### src/rtl/vc_arbiter_fsm.sv
// Two-VC to two-D-FIFO arbiter: moves words from VC0/VC1 into D0/D1 (chosen by word MSB)
// with VC0 priority, bounded VC1 starvation, threshold configuration and error lockout.
module vc_arbiter_fsm #(
    parameter int DATA_WIDTH = 6,
    parameter int STARVE_MAX = 4
) (
    input  logic                  clk,
    input  logic                  reset,
    input  logic                  init,
    input  logic [3:0]            umbral_vc_in,
    input  logic [3:0]            umbral_d_in,
    input  logic                  empty_vc0,
    input  logic                  empty_vc1,
    input  logic [DATA_WIDTH-1:0] vc0_data,
    input  logic [DATA_WIDTH-1:0] vc1_data,
    input  logic                  almost_full_d0,
    input  logic                  almost_full_d1,
    input  logic [3:0]            error_in,
    output logic                  pop_vc0,
    output logic                  pop_vc1,
    output logic                  push_d0,
    output logic                  push_d1,
    output logic [DATA_WIDTH-1:0] data_out,
    output logic [3:0]            umbral_vc_out,
    output logic [3:0]            umbral_d_out,
    output logic                  fifo_init,
    output logic [4:0]            state,
    output logic                  idle,
    output logic                  error_out
);

    typedef enum logic [4:0] {
        ST_RESET  = 5'b00001,
        ST_INIT   = 5'b00010,
        ST_IDLE   = 5'b00100,
        ST_ACTIVE = 5'b01000,
        ST_ERROR  = 5'b10000
    } state_t;

    localparam logic [2:0] STARVE_LIMIT = 3'(STARVE_MAX);

    state_t                  state_q;
    logic [2:0]              starve_q;
    logic                    inflight_q;
    logic                    inflight_vc1_q;
    logic                    push_d0_q;
    logic                    push_d1_q;
    logic [DATA_WIDTH-1:0]   data_q;
    logic [3:0]              umbral_vc_q;
    logic [3:0]              umbral_d_q;

    logic                    any_err;
    logic                    stay_active;
    logic                    pop_ok;
    logic                    grant_vc1;
    logic [DATA_WIDTH-1:0]   src_word;

    assign any_err     = |error_in;
    // ACTIVE and not being pulled away this cycle; pops and pushes only happen here.
    assign stay_active = (state_q == ST_ACTIVE) && !any_err && !init;
    assign pop_ok      = stay_active && !almost_full_d0 && !almost_full_d1;
    assign grant_vc1   = !empty_vc1 && (empty_vc0 || (starve_q == STARVE_LIMIT));
    assign pop_vc0     = pop_ok && !empty_vc0 && !grant_vc1;
    assign pop_vc1     = pop_ok && grant_vc1;
    assign src_word    = inflight_vc1_q ? vc1_data : vc0_data;

    always_ff @(posedge clk or negedge reset) begin
        if (!reset) begin
            state_q        <= ST_RESET;
            starve_q       <= 3'd0;
            inflight_q     <= 1'b0;
            inflight_vc1_q <= 1'b0;
            push_d0_q      <= 1'b0;
            push_d1_q      <= 1'b0;
            data_q         <= '0;
            umbral_vc_q    <= 4'd0;
            umbral_d_q     <= 4'd0;
        end else begin
            if (state_q == ST_RESET) begin
                state_q <= ST_INIT;
            end else if (any_err) begin
                state_q <= ST_ERROR;
            end else if (init) begin
                state_q <= ST_INIT;
            end else begin
                case (state_q)
                    ST_INIT:   state_q <= ST_IDLE;
                    ST_IDLE:   if (!empty_vc0 || !empty_vc1) state_q <= ST_ACTIVE;
                    ST_ACTIVE: if (empty_vc0 && empty_vc1 && !inflight_q) state_q <= ST_IDLE;
                    default:   state_q <= state_q;
                endcase
            end

            if (state_q == ST_INIT) begin
                umbral_vc_q <= umbral_vc_in;
                umbral_d_q  <= umbral_d_in;
            end

            inflight_q     <= pop_vc0 || pop_vc1;
            inflight_vc1_q <= pop_vc1;

            // A word still in flight when leaving ACTIVE is dropped, never pushed.
            push_d0_q <= 1'b0;
            push_d1_q <= 1'b0;
            if (inflight_q && stay_active) begin
                data_q    <= src_word;
                push_d1_q <= src_word[DATA_WIDTH-1];
                push_d0_q <= !src_word[DATA_WIDTH-1];
            end

            if (pop_vc1 || empty_vc1) begin
                starve_q <= 3'd0;
            end else if (pop_vc0 && (starve_q != STARVE_LIMIT)) begin
                starve_q <= starve_q + 3'd1;
            end
        end
    end

    assign push_d0       = push_d0_q;
    assign push_d1       = push_d1_q;
    assign data_out      = data_q;
    assign umbral_vc_out = umbral_vc_q;
    assign umbral_d_out  = umbral_d_q;
    assign state         = state_q;
    assign idle          = (state_q == ST_IDLE);
    assign error_out     = (state_q == ST_ERROR);
    assign fifo_init     = (state_q == ST_IDLE) || (state_q == ST_ACTIVE) || (state_q == ST_ERROR);

endmodule

### config.mk
export PLATFORM = sky130hd
export DESIGN_NAME = vc_arbiter_fsm
export DESIGN_NICKNAME = d
export VERILOG_FILES = /design/src/rtl/vc_arbiter_fsm.sv
export SDC_FILE = /design/constraint.sdc
export NUM_CORES = 1
export LEC_CHECK = 0
export CORE_ASPECT_RATIO = 1.2
export CORE_MARGIN = 2
export CORE_UTILIZATION = 38
export CTS_BUF_LIST = sky130_fd_sc_hd__clkbuf_8 sky130_fd_sc_hd__clkbuf_16
export CTS_CLUSTER_SIZE = 24
export DETAILED_ROUTE_END_ITERATION = 8
export MAX_ROUTING_LAYER = met4
export PLACE_DENSITY_LB_ADDON = 0.1
export SYNTH_ARGS = -nofsm -noshare
export SYNTH_HDL_FRONTEND = slang
export SYNTH_SLANG_ARGS = --single-unit
### constraint.sdc
create_clock -name clk -period 1.8 [get_ports clk]
set_clock_uncertainty 0.1 [all_clocks]
set_input_delay 0.36 -clock clk [delete_from_list [all_inputs] [get_ports clk]]
set_output_delay 0.36 -clock clk [all_outputs]
set_load 0.02 [all_outputs]
# ---- Word-level counts from Yosys, hierarchy flattened
# Cells that the tools add are included.
dict set report classes {
  mul 0
  muxes 11
  bitwise 0
  add_sub_neg 1
  order_cmp 0
  shifts 0
  reduce_logical 31
  eq_ne 9
  n_div 0
}
# op n
set ops {}
lappend ops {{two-way mux 5 bit} 5}
lappend ops {{case mux 5 bit (3 select lines)} 1}
lappend ops {{logical AND 1 bit} 12}
lappend ops {{logical NOT 1 bit} 9}
lappend ops {{logical OR 1 bit} 6}
lappend ops {{two-way mux 3 bit} 2}
lappend ops {{two-way mux 6 bit} 1}
lappend ops {{nonzero test 6 bit} 1}
lappend ops {{== test 5 x 1 -> 1 bit (second input constant)} 1}
lappend ops {{== test 5 x 2 -> 1 bit (second input constant)} 1}
lappend ops {{== test 5 x 3 -> 1 bit (second input constant)} 1}
lappend ops {{== test 5 x 4 -> 1 bit (second input constant)} 1}
lappend ops {{== test 5 bit (second input constant)} 1}
lappend ops {{!= test 5 x 2 -> 1 bit (second input constant)} 1}
lappend ops {{!= test 5 x 3 -> 1 bit (second input constant)} 1}
lappend ops {{OR reduction 4 bit} 1}
lappend ops {{adder 3 x 1 -> 3 bit (second input constant)} 1}
lappend ops {{== test 3 bit (second input constant)} 1}
lappend ops {{!= test 3 bit (second input constant)} 1}
lappend ops {{AND reduction 3 bit} 1}
lappend ops {{two-way mux 1 bit} 2}
lappend ops {{nonzero test 2 bit} 1}
dict set report word_totals {
  romBits 0
  register_bits 26
  ram_bits 0
  latch_bits 0
  mem_count 0
  output_inout_bits 26
}

# ---- Longest topological paths before layout
dict set report logic_depth {
  depth_word 11
  mapped_depth 6
}

# ---- Worst setup path after synthesis
# Ideal clock, no wire load.
dict set report synth_path {
  path_type {reg2out}
  from {reg state_q[4] (netlist: state[4])}
  to {out pop_vc1}
  t_arrival_ps 1671
  path_slack_ps -331
  stages_incl_launch_ff 5
  required_ps 1340
  cell_sequence {dfrtp_1 > buf_6 > nor4b_4 > nand4_4 > nor3_1}
}
dict set report synth_via {
  elab_chain_len 6
}
# item line_no
set synth_lines {}
lappend synth_lines {{start, declared} 42} ;# state_t state_q;
lappend synth_lines {{start signal, assigned} 90} ;# default: state_q <= state_q;
lappend synth_lines {{== test 5 x 4 -> 1 bit} 60} ;# assign stay_active = (state_q == ST_ACTIVE) && !any_err && !init;
lappend synth_lines {{logical AND 1 bit (2 in a row)} 60}
lappend synth_lines {{logical AND 1 bit (2 in a row)} 61} ;# assign pop_ok = stay_active && !almost_full_d0 && !almost_full_d1;
lappend synth_lines {{logical AND 1 bit} 64} ;# assign pop_vc1 = pop_ok && grant_vc1;
lappend synth_lines {{end, declared} 20} ;# output logic pop_vc1,
# No other way between the ends.

# ---- Worst setup path in the final report
dict set report layout_path {
  from {reg state_q[1] (netlist: state[1])}
  to {out pop_vc0}
}
dict set report layout_via {
  elab_chain_len 7
}
# item line_no
set layout_lines {}
lappend layout_lines {{== test 5 x 4 -> 1 bit} 60}
lappend layout_lines {{logical AND 1 bit (2 in a row)} 60}
lappend layout_lines {{logical AND 1 bit (2 in a row)} 61}
lappend layout_lines {{logical AND 1 bit (2 in a row)} 63} ;# assign pop_vc0 = pop_ok && !empty_vc0 && !grant_vc1;
lappend layout_lines {{end, declared} 19} ;# output logic pop_vc0,
# No other way between the ends.

==> flow_summary.toml <==
[status]
status = "finished with violations"
violations = "negative setup slack"

[clock_network]
htree_num_levels = 1
cts_buffer_depth = 2
cts_tree = "done"
clk_latency_ns = 0.28
hold_buffers = 0
cts.sinks = 26
clk_pin_slew_ns = 0.10
numCtsBuffers = 3
clockRootBuffer = "clkbuf_8"

[setup_path]
startpoint_type = "flop"
path_class = "reg2out"
cp-end-kind = "output port"
arrival_ns = 1.65
cp.required_ns = 1.34
worst-path-max-fanout = 3

[route]
vias = 1302
drc = 0
drtPass1Iterations = 4
detail-route-antenna-nets = 0
vias_per_cell = 5.21
routedWlPerCell_um = 15.1
wl_um = 3780
drt_iter0_markers = 47

[power]
clock_power_share_pct = 37.3
ir_drop_v = 0.000527
p_total_w = 0.00132
p_switching_w = 0.000296
p_int_w = 0.00103
combPwrFrac_pct = 16.6
power.density_mw_per_mm2 = 561
sw_frac_of_total_pct = 22.4
seqPwrFrac_pct = 46.1
cellLeakagePower_nw = 1.02

[finish]
layout_common_cells = "clkdlybuf4s50_1, buf_4, dfrtp_1"
final_common_cell = "clkdlybuf4s50_1"
fillers = 272
num_antenna_cells = 0
nets = 247
post-route-util_pct = 69.9
area_growth_pct = 74.4
multi_input_comb_area_um2 = 723
finalInstanceArea_mm2 = 0.00235
drive_gt1_share_pct = 34.7
seqCellArea_um2 = 654

[synthesis]
yosys_warnings = 0
syn-num-nets = 160
synth_edf_count = 0
synth_async_sr_flop_share_pct = 100
ys_seq_area_share_pct = 48.3
netlist_instances = 127
synth.cell_area_mm2 = 0.00135
yosysTopAreaCellShare_pct = 46.3
ys_types = 33
yosys-top-cells-area = "dfrtp_1, mux2_2, mux2i_1, nand2_1, a21oi_1"
ys_ff_latch = 26
syn_avg_cell_area_um2 = 10.6
synth_flop_cell = "dfrtp_1"
synth.largest_area_cell = "dfrtp_1"

[placement]
post_dp_cell_area_mm2 = 0.00214
post-place-ws_ns = -0.872
port_buffers = 56
place.gp.congestion = 0.797
hpwl_um = 2800

[global_route]
antenna_found_initial = 0
grt_pass1_vias = 1391
overflow = 0
grt_pass1_wl_um = 6220
grt_max_degree = 16
grtUsageTotal_pct = 20.2

[sta]
finalHoldViolCount = 0
max_freq_ghz = 0.474
whs_ns = 0.222
layout_setup_ws_ns = -0.308
fin_crit_sh_pct = 117
setup_viol = 9
finalCriticalPeriod_ns = 2.11
rsz0062_at_grt = "true"
tightest_slew_ns = 0.485
relSlewSlack_pct = 67.4
drv_slew = 0

[die]
rows = 23
dieArea_mm2 = 0.00405
start_util_pct = 40.1
die_w_um = 58.4
coreArea_mm2 = 0.00337
die_h_um = 69.3
ios = 57

[min_path]
hold_path.class = "in2async"

[run]
maxCapViolations = 0
-- cell families (layout without fill, tap and decap cells) --
logic type,Yosys count,count (layout),synth area share (%)
multiplexers,14,14,11.1
AND/OR/NAND/NOR,45,45,21.9
adder cells (fa/ha/maj),2,2,1.85
AO/OA/AOI/OAI,25,25,10.8
buffers and inverters,13,99,4.82
XOR/XNOR,2,2,1.30
flip-flops,26,26,48.3
-- timing repair --
item / 4_1_cts / 5_1_grt
gates cloned: 1 / 0
pin swaps: 11 / 5
buffers inserted: 7 / 2
resized for setup: 52 / 8
endpoints found under the setup margin: 13 / 12
-- worst max-delay path, cell delays in order (launching register included) --
cell,delay [ns]
dfrtp_2,0.43
nor4b_4,0.36
nand4_4,0.19
nor3_4,0.25
buf_6,0.14
-- routing by layer --
layer	up-vias	GRT usage (%)	wire (um)
met4	0	5.43	50
met5	-	-	0
met2	36	34.8	2120
met1	637	23.1	1420
li1	622	-	-
met3	7	4.48	190
-- through the flow --
step | cells | setup TNS (ns)
3_5_place_dp | 238 | -6.23
4_1_cts | 249 | -1.05
2_1_floorplan | 127 | -0.203
5_1_grt | 250 | -1.62
6_report | 250 | -1.02
3_3_place_gp | 238 | -5.61
-- power groups by stage --
| stage | Sequential (W) | Combinational [W] | Clock (W) |
|---|---|---|---|
| 5_1_grt | 0.000613 | 0.000236 | 0.000527 |
| 3_5_place_dp | 0.000621 | 0.000215 | 0 |
| 2_1_floorplan | 0.000642 | 0.0000478 | 0 |
| 4_1_cts | 0.000610 | 0.000219 | 0.000510 |
| 6_report | 0.000610 | 0.000219 | 0.000493 |
| 3_3_place_gp | 0.000620 | 0.000211 | 0 |
-- cells in the mapped netlist, types with 2 or more instances --
cell and count:
inv_1 4, nand2_1 14, nor4b_1 2, a21oi_1 10, ha_1 2, xor2_1 2
mux2i_1 6, buf_6 2, nor3_1 8, o21ai_0 10, clkbuf_1 5, mux2_2 8
and3b_1 3, dfrtp_1 25, nor2_1 5, nand3b_1 4
-- path summary, 6_finish.rpt --
path / endpoint / slack (ns) / from / cells after the start
worst max-delay path: pop_vc0 / -0.31 / state[1] / 4
worst min-delay path: inflight_vc1_q / 0.22 / reset / 1
worst max register to register: starve_q[2] / -0.27 / state[1] / 6
worst min register to register: data_out[4] / 0.39 / data_out[4] / 2
max in group asynchronous: umbral_vc_out[3] / 0.89 / reset / 2
min in group clk: data_out[4] / 0.39 / data_out[4] / 2
-- flip-flops by register name (all words and copies together) (netlist names) --
signal          count
umbral_vc_out       4
state               5
inflight_vc1_q      1
umbral_d_out        4
push_d0             1
inflight_q          1
data_out            6
starve_q            3
push_d1             1
-- final cells by class --
class | count | area share [%]
Multi-Input combinational cell | 88 | 30.7
Inverter | 4 | 0.638
Timing Repair Buffer | 91 | 35.9
Tap cell | 37 | 1.97
Clock buffer | 3 | 1.75
Sequential cell | 26 | 27.8
Clock inverter | 1 | 1.28
(Power assumes the default switching activity.)
